===== src/rtl/keypad_pkg.sv =====
// keypad_pkg: key codes, keypad layout decode and debounce state encoding shared by the
// keypad scanner and the digit editor.
`default_nettype none

package keypad_pkg;

    // Sixteen physical keys plus NONE/MULTI need a fifth code bit.
    localparam int KEY_W = 5;
    typedef logic [KEY_W-1:0] key_t;

    localparam key_t KEY_0     = 5'd0;
    localparam key_t KEY_1     = 5'd1;
    localparam key_t KEY_2     = 5'd2;
    localparam key_t KEY_3     = 5'd3;
    localparam key_t KEY_4     = 5'd4;
    localparam key_t KEY_5     = 5'd5;
    localparam key_t KEY_6     = 5'd6;
    localparam key_t KEY_7     = 5'd7;
    localparam key_t KEY_8     = 5'd8;
    localparam key_t KEY_9     = 5'd9;
    localparam key_t KEY_A     = 5'd10;
    localparam key_t KEY_B     = 5'd11;
    localparam key_t KEY_C     = 5'd12;
    localparam key_t KEY_D     = 5'd13;
    localparam key_t KEY_STAR  = 5'd14;
    localparam key_t KEY_HASH  = 5'd15;
    localparam key_t KEY_NONE  = 5'd16;
    localparam key_t KEY_MULTI = 5'd17;

    typedef enum logic [1:0] {
        DB_IDLE      = 2'd0,
        DB_PRESS_CNT = 2'd1,
        DB_HELD      = 2'd2,
        DB_REL_CNT   = 2'd3
    } db_state_e;

    // Layout: rows 1 2 3 A / 4 5 6 B / 7 8 9 C / * 0 # D, columns left to right.
    function automatic key_t decode_rc(input logic [1:0] c, input logic [1:0] r);
        key_t k;
        case ({r, c})
            4'h0: k = KEY_1;    4'h1: k = KEY_2;  4'h2: k = KEY_3;    4'h3: k = KEY_A;
            4'h4: k = KEY_4;    4'h5: k = KEY_5;  4'h6: k = KEY_6;    4'h7: k = KEY_B;
            4'h8: k = KEY_7;    4'h9: k = KEY_8;  4'hA: k = KEY_9;    4'hB: k = KEY_C;
            4'hC: k = KEY_STAR; 4'hD: k = KEY_0;  4'hE: k = KEY_HASH; default: k = KEY_D;
        endcase
        return k;
    endfunction

endpackage

`default_nettype wire


===== src/rtl/keypad_scan_debounce.sv =====
// keypad_scan_debounce: drives keypad columns, synchronises rows, assembles full scans and
// debounces them into one key_evt pulse per press.
`default_nettype none

module keypad_scan_debounce
    import keypad_pkg::*;
#(
    parameter int SCAN_DIV       = 100_000,
    parameter int DEBOUNCE_SCANS = 20
) (
    input  logic       clk,
    input  logic       rst,
    input  logic [3:0] row,
    output logic [3:0] col,
    output logic       key_evt,
    output key_t       key_code
);

    localparam int DIV_W = $clog2(SCAN_DIV + 1);
    localparam int CNT_W = $clog2(DEBOUNCE_SCANS + 1);

    logic [DIV_W-1:0] div_q;
    logic [1:0]       col_idx_q;
    logic [3:0]       row_m_q, row_s_q;
    logic             acc_any_q, acc_multi_q;
    key_t             acc_code_q;
    logic             any_d, multi_d;
    key_t             code_d;
    logic             slot_end, scan_done;
    key_t             scan_code;

    db_state_e        state_q, state_d;
    logic [CNT_W-1:0] cnt_q, cnt_d;
    key_t             cand_q, cand_d;
    logic             evt_q, evt_d;

    assign slot_end  = (div_q == DIV_W'(SCAN_DIV - 1));
    assign scan_done = slot_end && (col_idx_q == 2'd3);
    assign col       = ~(4'b0001 << col_idx_q);

    // Fold this slot's active rows into the running scan result.
    always_comb begin
        any_d   = acc_any_q;
        multi_d = acc_multi_q;
        code_d  = acc_code_q;
        for (int r = 0; r < 4; r++) begin
            if (!row_s_q[r]) begin
                if (any_d) multi_d = 1'b1;
                any_d  = 1'b1;
                code_d = decode_rc(col_idx_q, 2'(r));
            end
        end
        scan_code = !any_d ? KEY_NONE : (multi_d ? KEY_MULTI : code_d);
    end

    always_ff @(posedge clk) begin
        if (!rst) begin
            div_q       <= '0;
            col_idx_q   <= 2'd0;
            row_m_q     <= 4'hF;
            row_s_q     <= 4'hF;
            acc_any_q   <= 1'b0;
            acc_multi_q <= 1'b0;
            acc_code_q  <= KEY_NONE;
        end else begin
            row_m_q <= row;
            row_s_q <= row_m_q;
            if (slot_end) begin
                div_q     <= '0;
                col_idx_q <= col_idx_q + 2'd1;
                if (col_idx_q == 2'd3) begin
                    acc_any_q   <= 1'b0;
                    acc_multi_q <= 1'b0;
                    acc_code_q  <= KEY_NONE;
                end else begin
                    acc_any_q   <= any_d;
                    acc_multi_q <= multi_d;
                    acc_code_q  <= code_d;
                end
            end else begin
                div_q <= div_q + DIV_W'(1);
            end
        end
    end

    always_ff @(posedge clk) begin
        if (!rst) begin
            state_q <= DB_IDLE;
            cnt_q   <= '0;
            cand_q  <= KEY_NONE;
            evt_q   <= 1'b0;
        end else begin
            state_q <= state_d;
            cnt_q   <= cnt_d;
            cand_q  <= cand_d;
            evt_q   <= evt_d;
        end
    end

    // The first scan showing a code already counts as one of DEBOUNCE_SCANS.
    always_comb begin
        state_d = state_q;
        cnt_d   = cnt_q;
        cand_d  = cand_q;
        evt_d   = 1'b0;
        if (scan_done) begin
            case (state_q)
                DB_IDLE: begin
                    if (scan_code != KEY_NONE && scan_code != KEY_MULTI) begin
                        cand_d = scan_code;
                        cnt_d  = CNT_W'(1);
                        if (DEBOUNCE_SCANS <= 1) begin
                            state_d = DB_HELD;
                            evt_d   = 1'b1;
                        end else begin
                            state_d = DB_PRESS_CNT;
                        end
                    end
                end
                DB_PRESS_CNT: begin
                    if (scan_code == KEY_NONE || scan_code == KEY_MULTI) begin
                        state_d = DB_IDLE;
                    end else if (scan_code != cand_q) begin
                        cand_d = scan_code;
                        cnt_d  = CNT_W'(1);
                    end else if (cnt_q >= CNT_W'(DEBOUNCE_SCANS - 1)) begin
                        state_d = DB_HELD;
                        evt_d   = 1'b1;
                    end else begin
                        cnt_d = cnt_q + CNT_W'(1);
                    end
                end
                DB_HELD: begin
                    if (scan_code == KEY_NONE) begin
                        cnt_d   = CNT_W'(1);
                        state_d = (DEBOUNCE_SCANS <= 1) ? DB_IDLE : DB_REL_CNT;
                    end
                end
                DB_REL_CNT: begin
                    if (scan_code != KEY_NONE) begin
                        state_d = DB_HELD;
                    end else if (cnt_q >= CNT_W'(DEBOUNCE_SCANS - 1)) begin
                        state_d = DB_IDLE;
                    end else begin
                        cnt_d = cnt_q + CNT_W'(1);
                    end
                end
                default: state_d = DB_IDLE;
            endcase
        end
    end

    assign key_evt  = evt_q;
    assign key_code = cand_q;

endmodule

`default_nettype wire


===== src/rtl/keypad_digit_editor.sv =====
// +----------------------------------------------------------------------------------------+
// | keypad_digit_editor: keypad-driven N-digit BCD editor with commit/cancel and preload.  |
// | Revision: 1.0                                                                          |
// +----------------------------------------------------------------------------------------+
`default_nettype none

module keypad_digit_editor
    import keypad_pkg::*;
#(
    parameter int                      NUM_DIGITS     = 6,
    parameter int                      SCAN_DIV       = 100_000,
    parameter int                      DEBOUNCE_SCANS = 20,
    parameter logic [4*NUM_DIGITS-1:0] DIGIT_MAX      = 24'h295959,
    parameter int                      AUTO_ADVANCE   = 1,
    parameter int                      HOUR_CHECK     = 1,
    localparam int                     CW             = $clog2(NUM_DIGITS)
) (
    input  logic                    clk,
    input  logic                    rst,
    input  logic                    en,
    input  logic [3:0]              row,
    output logic [3:0]              col,
    input  logic                    load,
    input  logic [4*NUM_DIGITS-1:0] digits_in,
    output logic [4*NUM_DIGITS-1:0] digits,
    output logic [CW-1:0]           cursor,
    output logic                    key_valid,
    output key_t                    key_code,
    output logic                    commit,
    output logic                    cancel,
    output logic                    err
);

    localparam logic [CW-1:0] LAST = CW'(NUM_DIGITS - 1);
    localparam logic [CW-1:0] NEXT = CW'(NUM_DIGITS - 2);

    logic                    key_evt;
    key_t                    evt_code;
    logic [4*NUM_DIGITS-1:0] digits_q, digits_d, snap_q, snap_d;
    logic [CW-1:0]           cursor_q, cursor_d, cur_inc, cur_dec;
    logic                    key_valid_q, commit_q, commit_d, cancel_q, cancel_d, err_q, err_d;
    key_t                    key_code_q;
    logic [3:0]              val, cur_max;
    logic                    hour_ok, clamp;

    keypad_scan_debounce #(
        .SCAN_DIV       (SCAN_DIV),
        .DEBOUNCE_SCANS (DEBOUNCE_SCANS)
    ) u_scan (
        .clk      (clk),
        .rst      (rst),
        .row      (row),
        .col      (col),
        .key_evt  (key_evt),
        .key_code (evt_code)
    );

    assign val     = evt_code[3:0];
    assign cur_max = DIGIT_MAX[4*cursor_q +: 4];
    assign cur_inc = (cursor_q == LAST) ? '0 : cursor_q + CW'(1);
    assign cur_dec = (cursor_q == '0) ? LAST : cursor_q - CW'(1);

    // Hour rule: a leading 2 caps the next digit at 3, and typing the 2 clamps it.
    always_comb begin
        hour_ok = 1'b1;
        clamp   = 1'b0;
        if (HOUR_CHECK != 0) begin
            if (cursor_q == NEXT && digits_q[4*(NUM_DIGITS-1) +: 4] == 4'd2 && val > 4'd3)
                hour_ok = 1'b0;
            if (cursor_q == LAST && val == 4'd2 && digits_q[4*(NUM_DIGITS-2) +: 4] > 4'd3)
                clamp = 1'b1;
        end
    end

    always_comb begin
        digits_d = digits_q;
        snap_d   = snap_q;
        cursor_d = cursor_q;
        commit_d = 1'b0;
        cancel_d = 1'b0;
        err_d    = 1'b0;
        if (load) begin
            digits_d = digits_in;
            snap_d   = digits_in;
            cursor_d = LAST;
        end else if (key_evt && en) begin
            if (evt_code <= KEY_9) begin
                if (val <= cur_max && hour_ok) begin
                    digits_d[4*cursor_q +: 4] = val;
                    if (clamp) digits_d[4*(NUM_DIGITS-2) +: 4] = 4'd3;
                    if (AUTO_ADVANCE != 0) cursor_d = cur_dec;
                end else begin
                    err_d = 1'b1;
                end
            end else begin
                case (evt_code)
                    KEY_STAR: cursor_d = cur_inc;
                    KEY_HASH: cursor_d = cur_dec;
                    KEY_A: begin
                        snap_d   = digits_q;
                        commit_d = 1'b1;
                    end
                    KEY_B: begin
                        digits_d = snap_q;
                        cursor_d = LAST;
                        cancel_d = 1'b1;
                    end
                    KEY_C: begin
                        digits_d = '0;
                        cursor_d = LAST;
                    end
                    default: err_d = 1'b1;
                endcase
            end
        end
    end

    always_ff @(posedge clk) begin
        if (!rst) begin
            digits_q    <= '0;
            snap_q      <= '0;
            cursor_q    <= LAST;
            key_valid_q <= 1'b0;
            key_code_q  <= KEY_NONE;
            commit_q    <= 1'b0;
            cancel_q    <= 1'b0;
            err_q       <= 1'b0;
        end else begin
            digits_q    <= digits_d;
            snap_q      <= snap_d;
            cursor_q    <= cursor_d;
            key_valid_q <= key_evt;
            commit_q    <= commit_d;
            cancel_q    <= cancel_d;
            err_q       <= err_d;
            if (key_evt) key_code_q <= evt_code;
        end
    end

    assign digits    = digits_q;
    assign cursor    = cursor_q;
    assign key_valid = key_valid_q;
    assign key_code  = key_code_q;
    assign commit    = commit_q;
    assign cancel    = cancel_q;
    assign err       = err_q;

endmodule

`default_nettype wire

===== config.mk =====
export PLATFORM = sky130hd
export DESIGN_NAME = keypad_digit_editor
export DESIGN_NICKNAME = d
export VERILOG_FILES = /design/src/rtl/keypad_pkg.sv /design/src/rtl/keypad_scan_debounce.sv /design/src/rtl/keypad_digit_editor.sv
export SDC_FILE = /design/constraint.sdc
export NUM_CORES = 1
export LEC_CHECK = 0
export BUFFER_PORTS_ARGS = -buffer_cell sky130_fd_sc_hd__buf_2
export CAP_MARGIN = 40
export CORE_MARGIN = 8
export CORE_UTILIZATION = 47
export CTS_CLUSTER_SIZE = 24
export DETAILED_ROUTE_END_ITERATION = 12
export PLACE_DENSITY = 0.67
export SLEW_MARGIN = 40
export SYNTH_ARGS = -nofsm -noshare
export SYNTH_HDL_FRONTEND = slang
export SYNTH_SLANG_ARGS = --single-unit
export TNS_END_PERCENT = 20

===== constraint.sdc =====
create_clock -name clk -period 3.8 [get_ports clk]
set_input_delay 0.19 -clock clk [delete_from_list [all_inputs] [get_ports clk]]
set_output_delay 0.19 -clock clk [all_outputs]
set_load 0.1 [all_outputs]

==> impl_metrics.ini <==
[placed_design]
gp_congestion = 0.909
place_ws_ns = 0.562
placed_cells = 929
dp_hpwl_mm = 11.3
place.port_buffers = 71
placedInstanceArea_um2 = 6470

[worst_setup_path]
reg2regPathDepth = 11
path_delay_family = compound AO/OA/AOI/OAI gates
required_ns = 4.06
critPathKind = reg -> reg
start_kind = register
cp_max_fo = 12
cp_cell_sequence = ha_1 -> nand2_1 -> ha_1 -> nor2b_1 -> o21a_1 -> o21a_1 -> o21ai_0 -> nand3_1 -> a21oi_1 -> nor2_1 -> a311oi_1
cpMaxStageDelayCell = dfxtp_1
critPathCaptureType = register
slowest_delay_ns = 0.58
path_buf_inv = 0
crit_arrival_ns = 3.54
r2r_start = cursor[0]$_SDFFE_PP1P_
worst_r2r_endpoint = digits[16]$_SDFFE_PN0P_
reg2reg_setup_slack_ns = 0.52

[global_routing]
grt_pass1_vias = 5226
overflow = 0
track_usage = 0.196
grt_pass1_wl_mm = 26.2
grt_max_degree = 53
antenna_found_initial = 0

[clock_tree]
post_cts_buffers = 0
cts_tree = done
clock_sinks = 107
clockBufferDepth = 2
cts_resized = 0
htreeDepth = 3
clkLatencyLatePin_ns = 0.35
cts_root_buf = clkbuf_16
holdBufCountCts = 0
cts_buffers = 9
clk_pin_slew_ns = 0.07

[routing]
first_iter_violations = 371
wl_mm = 15.9
wl_met3_um = 881
met1Wirelength_mm = 7.28
met2_length_mm = 7.48
wl_per_cell_um = 16.9
dr.pass1.iters = 5
ant_nets = 0
post-route-drc-count = 0
vias_per_cell = 5.80
top_layer = met4
num_vias = 5480

[synth]
async_reset_ff_frac = 0
synth_compound_area_frac = 0.217
synthMuxAreaShare = 0.0950
yosysUniqueCellTypes = 77
synth_top_flop_cell = dfxtp_1
synth_top_family_by_area = compound AO/OA/AOI/OAI gates
syn_area_um2 = 5960
yosysSeqAreaShare = 0.359
synth_warnings = 0
synthSimpleGateAreaFrac = 0.209
ys_ff_latch = 107
synth-adder-area-share = 0.0394
syn_nets = 764
synth.avg_cell_area_um2 = 8.35
synthXorXnorAreaFrac = 0.0235
synth-edff-count = 0
netlist_instances = 714

[run]
maxCapViolCount = 0

[floorplanning]
num_io_pins = 72
die_x_um = 129
dieArea_um2 = 16600
placementRows = 41
initial_core_util = 0.477
core-area_um2 = 12500
dieHeight_um = 129

[layout]
post-route-cell-area_um2 = 6770
fillers = 1239
fin_nets = 818
areaGrowthSynthToFinish_pct = 13.5
instances_no_fill = 945
utilization = 0.541
drive_gt1_frac = 0.159
antenna_cells = 0

[sta]
rsz0062_at_grt = false
worst_slew_pin_slew_ns = 0.813
max_freq_mhz = 305
setup_viol = 0
fin_crit_sh = 0.864
slew_headroom = 0.451
fin_hold_ws_ns = 0.0141
hold_viol_final = 0
timing.final.crit_period_ns = 3.28
finalSetupTns_ns = 0
drv_slew = 0
setup_slack_ns = 0.518
fin_skew_ns = 0.00432

[pwr]
power_mw = 2.52
p_per_area_nw_per_um2 = 372
peakVddDrop_mv = 0.211
p_leak_nw = 2.71

[worst_hold_path]
min_path_cells = 2
min_to = u_scan.row_m_q[0]$_SDFF_PN1_
hold_start = row[0]
min_path_type = in -> reg

[outcome]
run_status = finished, final reports clean
## logic make-up (layout without fill, tap and decap cells)
group / Yosys count / in the layout
AND/OR/NAND/NOR: 245 / 245
AO/OA/AOI/OAI: 190 / 190
flip-flops: 107 / 107
buffers and inverters: 81 / 140
multiplexers: 56 / 56
adder cells (fa/ha/maj): 19 / 19
XOR/XNOR: 16 / 16
## synth_stat cells (all sizes together) (14+ instances only)
master,number,share of area
dfxtp,107,0.36
o21ai,32,0.027
a21oi,69,0.060
nand3,21,0.018
ha,18,0.038
inv,36,0.023
nor3,15,0.013
nor2,88,0.055
mux2i,54,0.091
nand2b,14,0.015
nand2,41,0.027
clkbuf,34,0.023
## layout make-up
| class | instances | area, µm² | area share |
|---|---|---|---|
| tap | 172 | 215 | 0.0318 |
| sequential | 107 | 2140 | 0.316 |
| inverter | 38 | 143 | 0.0211 |
| clock buffer | 10 | 239 | 0.0353 |
| clock inverter | 6 | 63.8 | 0.00942 |
| timing repair buffer | 86 | 468 | 0.0691 |
| multi-input combinational | 526 | 3500 | 0.517 |
## flip-flops by register name, indices dropped and copies added, names as in the netlist, 2 cells and up
signal	cells
key_code	5
u_scan.row_s_q	4
u_scan.key_code	5
snap_q	24
u_scan.row_m_q	4
u_scan.col_idx_q	2
u_scan.acc_code_q	5
u_scan.div_q	17
digits	24
u_scan.cnt_q	5
cursor	3
u_scan.state_q	2
## routing by layer
metal,global-route usage,up-vias
met5,0,-
met4,0.0781,0
met3,0.0397,20
met2,0.321,150
met1,0.246,2611
li1,-,2699
## where the power goes
part | switching (mW) | internal (mW) | total [mW]
combinational | 0.263 | 0.108 | 0.370
clock | 0.426 | 0.529 | 0.955
sequential | 0.0339 | 1.16 | 1.20
## worst max path at each step
stage | startpoint | cells past startpoint | to | slack, ns
after floorplan | cursor[1]$_SDFFE_PP0P_ | 12 | cursor[2]$_SDFFE_PP1P_ | 0.09
after detailed placement | cursor[0]$_SDFFE_PP1P_ | 11 | digits[16]$_SDFFE_PN0P_ | 0.56
after global routing | cursor[0]$_SDFFE_PP1P_ | 11 | digits[16]$_SDFFE_PN0P_ | 0.13
after CTS | cursor[0]$_SDFFE_PP1P_ | 11 | digits[16]$_SDFFE_PN0P_ | 0.53
final | cursor[0]$_SDFFE_PP1P_ | 11 | digits[16]$_SDFFE_PN0P_ | 0.52
after global placement | cursor[0]$_SDFFE_PP1P_ | 9 | digits[8]$_SDFFE_PN0P_ | 0.67
## cell usage in the layout, fill, tap and decap left out, drive strengths merged, types with 4 or more instances in the layout
cell	netlist	routed
mux2i	54	54
inv	36	37
a2bb2oi	6	6
a21oi	69	69
o21ai	32	32
or3	4	4
nor4b	5	5
ha	18	18
a31oi	7	7
xor2	7	7
buf	9	86
nand2	41	41
dfxtp	107	107
xnor2	9	9
and2	7	7
clkinv	2	4
nor2	88	88
clkbuf	34	10
nand2b	14	14
and3	12	12
nand4	12	12
nand3	21	21
a221oi	13	13
a21o	5	5
nor4	6	6
a211oi	13	13
nor3	15	15
o211ai	6	6
Note: power is estimated with default switching activity, not from simulation.
